==> src/rtl/bus_apb_pkg.sv <==
// Shared types for the bus_* to APB4 bridge: FSM state encoding and strobe sizing.
package bus_apb_pkg;

   typedef enum logic [1:0] {
      ST_IDLE   = 2'd0,
      ST_SETUP  = 2'd1,
      ST_ACCESS = 2'd2,
      ST_DONE   = 2'd3
   } bus_apb_state_e;

   localparam int BITS_PER_BYTE = 8;

   function automatic int strb_width(input int data_width);
      return data_width / BITS_PER_BYTE;
   endfunction

endpackage

==> src/rtl/bus_apb_decoder.sv <==
// Address decoder: base/mask match per completer slot, lowest matching index wins.
module bus_apb_decoder #(
   parameter int                              NUM_SLAVES = 4,
   parameter int                              ADDR_WIDTH = 32,
   parameter logic [NUM_SLAVES*ADDR_WIDTH-1:0] SLV_BASE  = '0,
   parameter logic [NUM_SLAVES*ADDR_WIDTH-1:0] SLV_MASK  = '0
) (
   input  logic [ADDR_WIDTH-1:0] addr,
   output logic [NUM_SLAVES-1:0] sel,
   output logic                  hit
);

   // Scan from the top down so the lowest matching slot overwrites any higher one.
   always_comb begin
      sel = '0;
      hit = 1'b0;
      for (int i = NUM_SLAVES - 1; i >= 0; i--) begin
         if ((addr & SLV_MASK[i*ADDR_WIDTH +: ADDR_WIDTH]) ==
             (SLV_BASE[i*ADDR_WIDTH +: ADDR_WIDTH] & SLV_MASK[i*ADDR_WIDTH +: ADDR_WIDTH])) begin
            sel    = '0;
            sel[i] = 1'b1;
            hit    = 1'b1;
         end
      end
   end

endmodule

==> src/rtl/bus_apb_bridge.sv <==
// Single-outstanding bridge from the bus_* request port to a multi-completer APB4 requester.
//
//   state  | meaning
//   IDLE   | waiting for bus_ena; decode and capture the request
//   SETUP  | psel asserted, penable low
//   ACCESS | penable high, waiting on pready of the selected completer or timeout
//   DONE   | bus_ready pulse with rdata/slverr, APB released
module bus_apb_bridge
   import bus_apb_pkg::*;
#(
   parameter int                              ADDR_WIDTH     = 32,
   parameter int                              DATA_WIDTH     = 32,
   parameter int                              NUM_SLAVES     = 4,
   parameter logic [NUM_SLAVES*ADDR_WIDTH-1:0] SLV_BASE      = '0,
   parameter logic [NUM_SLAVES*ADDR_WIDTH-1:0] SLV_MASK      = '0,
   parameter int                              TIMEOUT_CYCLES = 256
) (
   input  logic                             clk,
   input  logic                             rst_n,
   input  logic                             bus_ena,
   input  logic [strb_width(DATA_WIDTH)-1:0] bus_wstb,
   input  logic [ADDR_WIDTH-1:0]            bus_addr,
   input  logic [DATA_WIDTH-1:0]            bus_wdata,
   output logic                             bus_ready,
   output logic [DATA_WIDTH-1:0]            bus_rdata,
   output logic                             bus_slverr,
   output logic [ADDR_WIDTH-1:0]            paddr,
   output logic [NUM_SLAVES-1:0]            psel,
   output logic                             penable,
   output logic                             pwrite,
   output logic [DATA_WIDTH-1:0]            pwdata,
   output logic [strb_width(DATA_WIDTH)-1:0] pstrb,
   input  logic [NUM_SLAVES*DATA_WIDTH-1:0] prdata,
   input  logic [NUM_SLAVES-1:0]            pready,
   input  logic [NUM_SLAVES-1:0]            pslverr
);

   localparam bit TIMEOUT_EN = (TIMEOUT_CYCLES != 0);
   localparam int CNT_W      = TIMEOUT_EN ? $clog2(TIMEOUT_CYCLES + 1) : 1;
   localparam logic [CNT_W-1:0] CNT_LAST = TIMEOUT_EN ? CNT_W'(TIMEOUT_CYCLES - 1) : '0;

   bus_apb_state_e          state;
   logic [CNT_W-1:0]        wait_cnt;
   logic [NUM_SLAVES-1:0]   dec_sel;
   logic                    dec_hit;
   logic                    sel_ready;
   logic                    sel_err;
   logic [DATA_WIDTH-1:0]   sel_rdata;

   bus_apb_decoder #(
      .NUM_SLAVES (NUM_SLAVES),
      .ADDR_WIDTH (ADDR_WIDTH),
      .SLV_BASE   (SLV_BASE),
      .SLV_MASK   (SLV_MASK)
   ) u_decoder (
      .addr (bus_addr),
      .sel  (dec_sel),
      .hit  (dec_hit)
   );

   // psel is one-hot while SETUP/ACCESS, so it doubles as the response mux select.
   assign sel_ready = |(pready & psel);
   assign sel_err   = |(pslverr & psel);

   always_comb begin
      sel_rdata = '0;
      for (int i = 0; i < NUM_SLAVES; i++) begin
         if (psel[i]) begin
            sel_rdata = sel_rdata | prdata[i*DATA_WIDTH +: DATA_WIDTH];
         end
      end
   end

   always_ff @(posedge clk or negedge rst_n) begin
      if (!rst_n) begin
         state      <= ST_IDLE;
         wait_cnt   <= '0;
         bus_ready  <= 1'b0;
         bus_rdata  <= '0;
         bus_slverr <= 1'b0;
         paddr      <= '0;
         psel       <= '0;
         penable    <= 1'b0;
         pwrite     <= 1'b0;
         pwdata     <= '0;
         pstrb      <= '0;
      end else begin
         case (state)
            ST_IDLE: begin
               if (bus_ena) begin
                  if (dec_hit) begin
                     state  <= ST_SETUP;
                     psel   <= dec_sel;
                     paddr  <= bus_addr;
                     pwrite <= |bus_wstb;
                     pwdata <= (|bus_wstb) ? bus_wdata : '0;
                     pstrb  <= bus_wstb;
                  end else begin
                     state      <= ST_DONE;
                     bus_ready  <= 1'b1;
                     bus_rdata  <= '0;
                     bus_slverr <= 1'b1;
                  end
               end
            end
            ST_SETUP: begin
               state    <= ST_ACCESS;
               penable  <= 1'b1;
               wait_cnt <= '0;
            end
            ST_ACCESS: begin
               if (sel_ready) begin
                  state      <= ST_DONE;
                  psel       <= '0;
                  penable    <= 1'b0;
                  bus_ready  <= 1'b1;
                  bus_rdata  <= pwrite ? '0 : sel_rdata;
                  bus_slverr <= sel_err;
               end else if (TIMEOUT_EN && (wait_cnt == CNT_LAST)) begin
                  state      <= ST_DONE;
                  psel       <= '0;
                  penable    <= 1'b0;
                  bus_ready  <= 1'b1;
                  bus_rdata  <= '0;
                  bus_slverr <= 1'b1;
               end else if (TIMEOUT_EN) begin
                  wait_cnt <= wait_cnt + 1'b1;
               end
            end
            ST_DONE: begin
               state     <= ST_IDLE;
               bus_ready <= 1'b0;
            end
            default: state <= ST_IDLE;
         endcase
      end
   end

endmodule
==> config.mk <==
export PLATFORM = sky130hd
export DESIGN_NAME = bus_apb_bridge
export DESIGN_NICKNAME = d
export VERILOG_FILES = /design/src/rtl/bus_apb_pkg.sv /design/src/rtl/bus_apb_decoder.sv /design/src/rtl/bus_apb_bridge.sv
export SDC_FILE = /design/constraint.sdc
export NUM_CORES = 1
export LEC_CHECK = 0
export CORE_AREA = 3 3 120 122
export CTS_CLUSTER_DIAMETER = 40
export CTS_CLUSTER_SIZE = 24
export DETAILED_ROUTE_END_ITERATION = 6
export DIE_AREA = 0 0 123 125
export GPL_TIMING_DRIVEN = 0
export PLACE_DENSITY = 0.86
export RECOVER_POWER = 100
export SYNTH_ARGS = -nofsm -noshare
export SYNTH_HDL_FRONTEND = slang
export SYNTH_SLANG_ARGS = --single-unit
==> constraint.sdc <==
create_clock -name clk -period 2.8 [get_ports clk]
set_input_delay 0.56 -clock clk [delete_from_list [all_inputs] [get_ports clk]]
set_output_delay 0.56 -clock clk [all_outputs]
set_load 0.02 [all_outputs]
==> results.md <==
| Group | Metric | Reported |
|:---|:---|:---|
| placed design | Placed inst area | 6840 µm² |
| routing | Count of nets left with antenna violations after detail routing | 0 |
| placed design | HPWL after detailed placement | 9.50 mm |
| yosys | Flip-flop and latch count after synthesis | 116 |
| yosys | Avg Synthesized Cell Area | 14.0 µm² |
| global route | Congestion Overflow GR | 0 |
| power | Power per unit of standard cell area | 1200 nW/µm² |
| global route | Largest net degree at the start of global routing | 73 |
| routing | Starting DRT DRC Count | 120 |
| yosys | Number of different library cells in the post-synthesis netlist | 34 |
| setup path | CP startpoint kind | register |
| power | Static Leak | 0.00334 µW |
| routing | Average detailed-routed wire length per instance | 17.0 µm |
| timing | Final Critical Period | 2.28 ns |
| die | Site row count | 42 |
| timing | Slew Viols, Final | 72 |
| setup path | Largest fanout of any net on the critical path | 10 |
| clock tree | Later-pin clock latency in the skew report | 0.41 ns |
| timing | Setup-failing EPs final | 0 |
| clock tree | Total of cells resized after clock tree synthesis | 0 |
| global route | Number of antenna violations at the first check in global routing | 0 |
| timing | Endpoints failing hold | 0 |
| yosys | Largest area contributor in the synthesized netlist | dfrtp_1 |
| power | Max VDD drop | 0.689 mV |
| yosys | Parity-gate share of the synthesized area counting xor and xnor cells | 0.00779 |
| setup path | Crit path capture type | register |
| clock tree | Total CTS buffers | 17 |
| yosys | Post-synthesis mux area share | 0.0902 |
| die | Chip Width | 123 µm |
| global route | GRT Overall Usage | 0.167 |
| die | Area enclosed by the die boundary | 15400 µm² |
| clock tree | Clock transition at the registers of the reported paths | 0.06 ns |
| global route | Vias in the first global route | 3969 |
| placed design | PortBufs | 209 |
| worst hold path | Hold WC Path Type | register to register |
| global route | First-pass GRT wire length | 20.2 mm |
| die | Initial standard-cell utilization of the core | 0.338 |
| routing | Avg Vias per Cell | 4.82 |
| timing | Worst Max-Slew Pin Slew | 1.77 ns |
| clock tree | Number of clock sinks | 116 |
| timing | Skew final | 0.00733 ns |
| layout | Cell area after layout | 7400 µm² |
| timing | Post-route worst hold slack | 0.471 ns |
| timing | Worst path setup slack after routing | 0.517 ns |
| power | Final Total Pwr | 8920 µW |
| timing | Part of the cycle the worst path needs | 0.815 |
| clock tree | Maximum clock path buffer count | 2 |
| yosys | Adder and majority gate portion of the synthesized area | 0.0167 |
| die | Core Area | 13300 µm² |
| run status | Violated checks | max-capacitance violations, max-slew violations |
| yosys | Top cell type's share of synthesized area | 0.646 |
| layout | Fraction of layout instances using a drive strength above 1 | 0.145 |
| routing | DRC errors left | 0 |
| yosys | Most used standard cell by instance count after synthesis | dfrtp_1 |
| timing | Unrepaired setup endpoints after global routing | false |
| run status | Status | finished, violations left |
| yosys | Portion of the post-synthesis area used by sequential elements | 0.646 |
| clock tree | # Post-CTS Setup Buffers | 0 |
| clock tree | TritonCTS clock tree | built |
| setup path | Type of the setup path with the least slack | register to register |
| layout | Final net count | 766 |
| die | Num ports | 315 |
| layout | Growth of design area from synthesis to finish | 64.7% |
| layout | Antenna Cells | 0 |
| clock tree | Root Buffer Master | clkbuf_16 |
| routing | Number of iterations in the first detailed-routing pass | 4 |
| yosys | Share of synthesized flip-flops with an asynchronous set or reset | 1.00 |
| yosys | Simple-gate portion of the synthesized area | 0.0448 |
| routing | Vias post-DR | 3575 |
| placed design | Dpl ws | 0.490 ns |
| yosys | Compound-Gate Fraction of Synth Area | 0.159 |
| setup path | Critical Path AT | 2.57 ns |
| yosys | Mapped Area | 4500 µm² |
| clock tree | # hold bufs at CTS | 0 |
| yosys | EDFF count, synth | 0 |
| placed design | Placed Cells | 710 |
| placed design | GP Congestion | 0.775 |
| yosys | Commonest cells in the netlist | 116 x dfrtp_1, 62 x a22o_1, 36 x mux2_2 |
| clock tree | H-Tree Level Count | 4 |
| setup path | Required time worst endpoint | 3.08 ns |
| die | Vertical extent of the die | 125 µm |
| run | Max Cap Viol | 1 |
| yosys | Synth Instances | 322 |
| yosys | Synth Warn # | 0 |
| routing | Routed Wire Length | 12.6 mm |
| yosys | Leading register cell type out of synthesis | dfrtp_1 |
| timing | Relative slew margins | -0.180 |
| layout | Final std cells w/o fill | 742 |
| yosys | Dominant combinational cell family by area after synthesis | compound AO/OA/AOI/OAI gates |
| timing | Max frequency | 0.438 GHz |
| yosys | Top post-synthesis cells by area | dfrtp_1 65%, a22o_1 12%, mux2_2 9.0% |
## stage by stage
step,TNS [ns],utilization
2_1_floorplan,0,-
3_3_place_gp,-356.36,0.513
3_5_place_dp,0,0.514
4_1_cts,0,0.560
5_1_grt,0,0.557
6_report,0,0.557
## area by class of cell
type | instances | area [µm²]
Clock buffer | 18 | 429
Buffer | 23 | 116
Clock inverter | 14 | 178
Fill cell | 1104 | 5890
Sequential cell | 116 | 2900
Inverter | 6 | 22.5
Timing Repair Buffer | 210 | 2110
Multi-Input combinational cell | 179 | 1420
Tap cell | 176 | 220
## worst paths after layout
path / start / to / slack, ns / cells past startpoint
worst max-delay path: wait_cnt[0]$_DFFE_PN0P_ / bus_rdata[14]$_DFFE_PN0P_ / 0.52 / 9
worst min-delay path: bus_rdata[24]$_DFFE_PN0P_ / bus_rdata[24]$_DFFE_PN0P_ / 0.47 / 2
worst max register to register: wait_cnt[0]$_DFFE_PN0P_ / bus_rdata[14]$_DFFE_PN0P_ / 0.52 / 9
worst min register to register: bus_rdata[24]$_DFFE_PN0P_ / bus_rdata[24]$_DFFE_PN0P_ / 0.47 / 2
max in group asynchronous: rst_n / bus_rdata[27]$_DFFE_PN0P_ / 1.13 / 1
min in group asynchronous: rst_n / bus_rdata[6]$_DFFE_PN0P_ / 0.64 / 1
## registers in the layout (all words and copies together) (netlist names)
name,count
bus_rdata,32
bus_ready,1
bus_slverr,1
paddr,32
penable,1
psel,1
pstrb,4
pwdata,32
pwrite,1
state,2
wait_cnt,9
## cell families (layout without fill, tap and decap cells)
group | count (synthesis) | after routing
other cells | 1 | 3
fa+ha+maj | 6 | 6
flops | 116 | 116
simple gates | 42 | 42
mux | 36 | 36
xor+xnor | 4 | 4
compound gates | 88 | 88
buf+inv | 29 | 271
## cell usage in the layout (no fill, tap or decap), drive strengths merged, types with 2 or more instances in the layout
cell type	instances
clkbuf	32
nand2	17
o211ai	2
inv	9
clkinvlp	4
xnor2	4
ha	6
dlygate4sd3	105
nand4	4
a21o	3
nand3	2
o21ai	8
bufinv	3
nor2	13
clkdlybuf4s50	103
clkinv	4
buf	11
a21oi	8
dfrtp	116
conb	3
mux2	36
a22o	62
## where the power goes
group | switching (µW) | internal [µW]
clock network | 786 | 1410
logic | 2020 | 1850
registers | 410 | 2450
## critical path, cell delays in order, from the launching register on
cell	delay, ns
dfrtp_1	0.40
ha_1	0.24
nand3_1	0.09
nor2_1	0.12
ha_1	0.22
a21o_1	0.12
buf_6	0.12
nand2_1	0.27
buf_2	0.31
a22o_1	0.26
## metal layers
metal	wire [µm]	track usage	part of all wire
met5	0	0	0
met4	264	0.0671	0.021
met3	1320	0.0736	0.10
met2	6300	0.287	0.50
met1	4710	0.178	0.37
No activity file was read; power rests on OpenSTA's default activity.
